<file path="src/rtl/bcd_to_binary_seq.sv">
// Sequential BCD-to-binary converter using reverse double-dabble.
// The work register shifts right one bit per clock, and each BCD digit is corrected per iteration.

module bcd_dig_fix (
  input  logic [3:0] d_i,
  output logic [3:0] d_o
);
  // A digit >= 8 cannot underflow here, because 8-3 = 5.
  assign d_o = (d_i >= 4'd8) ? d_i - 4'd3 : d_i;
endmodule

module bcd_to_binary_seq #(
  parameter int DIGITS = 3,
  parameter int BIN_W  = 10
) (
  input  logic                  clk_i,
  input  logic                  rst_n_i,
  input  logic                  start_i,
  input  logic [4*DIGITS-1:0]   bcd_in_i,
  output logic                  busy_o,
  output logic                  done_o,
  output logic [BIN_W-1:0]      bin_out_o,
  output logic                  err_o
);
  localparam int BCD_W = 4 * DIGITS;
  localparam int WRK_W = BCD_W + BIN_W;
  localparam int CNT_W = (BIN_W > 1) ? $clog2(BIN_W) : 1;

  typedef enum logic {IDLE, CONV} state_t;

  state_t            state_q, state_d;
  logic [CNT_W-1:0]  cnt_q, cnt_d;
  logic [WRK_W-1:0]  work_q, work_d, work_sh, work_fix;
  logic [BIN_W-1:0]  bin_q, bin_d;
  logic              done_q, done_d;
  logic              err_q, err_d;
  logic [DIGITS-1:0] bad;

  assign work_sh = work_q >> 1;
  assign work_fix[BIN_W-1:0] = work_sh[BIN_W-1:0];

  for (genvar g = 0; g < DIGITS; g++) begin : g_dig
    bcd_dig_fix u_fix (
      .d_i (work_sh[BIN_W+4*g +: 4]),
      .d_o (work_fix[BIN_W+4*g +: 4])
    );
    assign bad[g] = (bcd_in_i[4*g +: 4] > 4'd9);
  end

  always_comb begin
    state_d = state_q;
    cnt_d   = cnt_q;
    work_d  = work_q;
    bin_d   = bin_q;
    err_d   = err_q;
    done_d  = 1'b0;
    case (state_q)
      IDLE: begin
        if (start_i) begin
          if (|bad) begin
            // A rejected operand completes immediately, and no iterations run.
            err_d  = 1'b1;
            bin_d  = '0;
            done_d = 1'b1;
          end else begin
            work_d  = {bcd_in_i, {BIN_W{1'b0}}};
            err_d   = 1'b0;
            cnt_d   = '0;
            state_d = CONV;
          end
        end
      end
      CONV: begin
        work_d = work_fix;
        if (cnt_q == CNT_W'(BIN_W - 1)) begin
          bin_d   = work_fix[BIN_W-1:0];
          done_d  = 1'b1;
          cnt_d   = '0;
          state_d = IDLE;
        end else begin
          cnt_d = cnt_q + 1'b1;
        end
      end
      default: state_d = IDLE;
    endcase
  end

  always_ff @(posedge clk_i or negedge rst_n_i) begin
    if (!rst_n_i) begin
      state_q <= IDLE;
      cnt_q   <= '0;
      work_q  <= '0;
      bin_q   <= '0;
      done_q  <= 1'b0;
      err_q   <= 1'b0;
    end else begin
      state_q <= state_d;
      cnt_q   <= cnt_d;
      work_q  <= work_d;
      bin_q   <= bin_d;
      done_q  <= done_d;
      err_q   <= err_d;
    end
  end

  assign busy_o    = (state_q == CONV);
  assign done_o    = done_q;
  assign bin_out_o = bin_q;
  assign err_o     = err_q;
endmodule

</file>
<file path="config.mk">
export PLATFORM = sky130hd
export DESIGN_NAME = bcd_to_binary_seq
export DESIGN_NICKNAME = d
export VERILOG_FILES = /design/src/rtl/bcd_to_binary_seq.sv
export SDC_FILE = /design/constraint.sdc
export NUM_CORES = 1
export LEC_CHECK = 0
export ABC_AREA = 1
export CAP_MARGIN = 20
export CORE_ASPECT_RATIO = 1.2
export CORE_MARGIN = 1.5
export CORE_UTILIZATION = 40
export CTS_CLUSTER_DIAMETER = 150
export DETAILED_ROUTE_END_ITERATION = 8
export DONT_BUFFER_PORTS = 1
export PLACE_DENSITY = 0.56
export SYNTH_ARGS = -nofsm -noshare
export SYNTH_HDL_FRONTEND = slang
export SYNTH_SLANG_ARGS = --single-unit
</file>
<file path="constraint.sdc">
create_clock -name clk_i -period 1.3 [get_ports clk_i]
set_input_delay 0.26 -clock clk_i [delete_from_list [all_inputs] [get_ports clk_i]]
set_output_delay 0.26 -clock clk_i [all_outputs]
set_load 0.01 [all_outputs]
</file>
==> summary.txt <==
Worst setup path
  • Crit path max fanout: 3
  • Critical path class: reg -> out
  • Worst path arrival time: 1.00 ns
  • Startpoint types: register
  • R2r setup slk: 0.04 ns
  • CP endpoint kind: output pin
  • CP required: 1.04 ns

STA
  • Setup TNS Final: 0 ns
  • Endpoints failing hold: 0
  • Final period util: 0.9702
  • Clock Skews: approximately 0.0053 ns
  • Worst slew margin: 0.8295
  • Final Setup Violations: 0
  • Period minus WS final: between 1 and 1.5 ns
  • Worst Tran Pin Value: 0.2558 ns
  • Fmax: between 0.7 and 0.8 GHz
  • RSZ-0062 raised after global routing: yes
  • Max-slew violations: 0

Placement
  • Routability cong.: about 0.78
  • Post-detail-place hpwl: between 2000 and 3000 µm
  • Buffers on Ports: 0
  • Dpl cells: 307

Pwr
  • Psw: 2.059 mW
  • Cell Pwr Density: between 2000 and 2500 nW/µm²
  • Leak: 1.256 nW
  • Seq pwr share: 0.434
  • VDD IR-drop max: 0.0006474 V
  • Int Power: 3.168 mW
  • Combinational share of power: 0.421
  • Net Sw Frac: 0.3939
  • Clock power frac: 0.145

Floorplan
  • Initial Util: 0.4179
  • Die width: 68.58 µm
  • Die Footprint: 5603 µm²
  • Io pins: 28
  • Die Y: 81.70 µm
  • Row count: 28
  • Core area: 4940 µm²

Cells and area
  • Nets@finish: 286
  • Filler cells: 480
  • Fin cells: 325
  • Multi-input logic area: 944.7 µm²
  • Synth-to-Final Area Change: 16.79%
  • Sequential cell area: 955.9 µm²
  • Share of cells above drive strength 1: 0.2113
  • # diodes: 0

Synthesis
  • Post-synth top area cell: dfrtp_1
  • Synthesized area: slightly above 2000 µm²
  • Syn nets: 270
  • Cell count after synthesis: 249
  • Post-synth top area share: 0.4606
  • Post-synth cell types: 22
  • Yosys warning count: 0
  • Sequential area share after synthesis: 0.4606
  • Syn avg cell area: 8.291 µm²
  • #FFs+latches synth: 38
  • Synth area leaders: dfrtp_1 (46%), nand2_1 (15%), nand3_1 (14%)

Drt
  • WL final: 4202 µm
  • DRC Markers: 0
  • Routed wl met3: 163 µm
  • Met1 WL: 1979 µm
  • WL/cell: 12.93 µm
  • Top sig layer: met4
  • Detailed Routing Iterations Pass 1: 4
  • DRT iter0 DRCs: 92
  • Post-route ant nets: 0
  • Vias: about 1600
  • Vias per cell: 5.055
  • Wire length on met2: 2005 µm

Global route
  • GR Util All Layers: 0.1711
  • Global route overflow: 0
  • Vias in the first global route: 1613
  • Largest net degree at the start of global routing: 39
  • Global-route wire length before repair: 7251 µm
  • Initial antenna violation count: 0

Min path
  • Hold WC Path Type: in -> reg

Flow run
  • MaxCap Viol Count: 0

Clock network
  • Clock slew at reported path FFs: 0.07 ns
  • Root Driver: clkbuf_8
  • # clock sinks: 38
  • Cts bufs inserted: 5
  • TritonCTS clock tree: built
  • Clk Latency, worst-skew pair: 0.29 ns
  • H-tree depth: 2
  • Clock Tree Buf Depth: 2

Run status
  • Status: complete, no violations
## worst max-delay path, cell delays in order, from the launching register on
cell and delay (ns):
dfrtp_2 0.45, buf_12 0.13, buf_4 0.13
## power by group through the flow
| stage | sequential [mW] | clock, mW | combinational [mW] |
|---|---|---|---|
| final | 2.27 | 0.757 | 2.20 |
| after CTS | 2.27 | 0.789 | 2.10 |
| after global placement | 2.29 | 0 | 1.82 |
| after global routing | 2.37 | 0.845 | 2.54 |
| after detailed placement | 2.30 | 0 | 1.85 |
| after floorplan | 2.16 | 0 | 1.49 |
## worst paths after layout
path,startpoint,depth (start not counted),end
max in group asynchronous,rst_n_i,2,work_q[12]$_DFFE_PN0P_
setup / recovery,busy_o$_DFF_PN0_,2,busy_o
min in group asynchronous,rst_n_i,2,bin_out_o[1]$_DFFE_PN0P_
setup reg to reg,cnt_q[1]$_DFFE_PN0P_,5,cnt_q[2]$_DFFE_PN0P_
hold / removal,bcd_in_i[11],4,work_q[21]$_DFFE_PN0P_
hold reg to reg,work_q[1]$_DFFE_PN0P_,2,bin_out_o[0]$_DFFE_PN0P_
## layer usage
layer,track usage,vias up
met4,0.05400,0
met3,0.03836,6
met1,0.2264,766
li1,-,839
met2,0.2750,32
met5,0,-
## timing repair
action / CTS / global route
buffers inserted: 5 / 3
endpoints found under the hold margin: 38 / 0
endpoints found under the setup margin: 1 / 26
hold buffers: 2 / 0
cloned: 1 / 0
gates resized for setup: 1 / 14
## logic make-up (layout without fill, tap and decap cells)
group / Yosys count / after routing / share of synthesized area
compound gates: 16 / 16 / 0.05879
simple gates: 156 / 156 / 0.3497
fa+ha+maj: 6 / 6 / 0.03636
buf+inv: 32 / 48 / 0.09030
flops: 38 / 38 / 0.4606
xor+xnor: 1 / 1 / 0.004243
## synth_stat cells (all sizes together)
cell type	count
xor2	1
nand4	1
o21ai	11
nor2	6
or2	2
nand3	63
nand2	84
dfrtp	38
clkbuf	1
ha	6
o2111ai	1
inv	17
a21oi	4
buf	14
## cell usage in the layout (no fill, tap or decap)
| cell | synthesis | routed |
|---|---|---|
| or2_2 | 2 | 2 |
| inv_4 | 0 | 1 |
| dlygate4sd3_1 | 0 | 1 |
| o21ai_4 | 2 | 2 |
| clkinv_2 | 0 | 2 |
| buf_6 | 6 | 2 |
| xor2_1 | 1 | 1 |
| nand2_1 | 82 | 80 |
| inv_1 | 16 | 15 |
| nand3_1 | 57 | 57 |
| o21ai_1 | 0 | 1 |
| o21ai_0 | 8 | 7 |
| o21ai_2 | 1 | 1 |
| a21oi_4 | 1 | 1 |
| nand2_2 | 2 | 4 |
| dfrtp_1 | 38 | 34 |
| dfrtp_2 | 0 | 4 |
| buf_4 | 3 | 14 |
| buf_12 | 0 | 6 |
| o2111ai_1 | 1 | 1 |
| ha_1 | 6 | 5 |
| nor2_2 | 0 | 1 |
| bufbuf_16 | 0 | 1 |
| clkbuf_8 | 0 | 5 |
| ha_2 | 0 | 1 |
| inv_2 | 1 | 1 |
| nand3_2 | 6 | 6 |
| nor2_1 | 6 | 4 |
| nor2_4 | 0 | 1 |
| a21oi_1 | 3 | 3 |
| nand4_4 | 1 | 1 |
## final cells by class
class / instances / share of cell area
clock buffers: 5 / 0.02854
clock inverters: 2 / 0.004152
inverters: 17 / 0.02750
multi-input cells: 179 / 0.3918
flip-flops and latches: 38 / 0.3965
well taps: 60 / 0.03114
repair buffers: 24 / 0.1204
## through the flow
| step | util | power, mW | instance area, µm² | hold WS, ns | setup WS, ns |
|---|---|---|---|---|---|
| floorplan | - | 3.643 | 2064 | -0.03559 | 0.09424 |
| global placement | 0.4382 | 4.112 | 2165 | -0.03447 | 0.05275 |
| detailed placement | 0.4382 | 4.149 | 2165 | -0.03455 | 0.02790 |
| CTS | 0.4772 | 5.161 | 2357 | 0.1911 | 0.005486 |
| global route | 0.4881 | 5.754 | 2411 | 0.2175 | -0.01506 |
| finish | 0.4881 | 5.227 | 2411 | 0.1989 | 0.03870 |
## sequential cells by signal (all words and copies together), names as in the netlist
register and flops:
bin_out_o 10, busy_o 1, cnt_q 4, done_o 1
err_o 1, work_q 21
(Power assumes the default switching activity.)
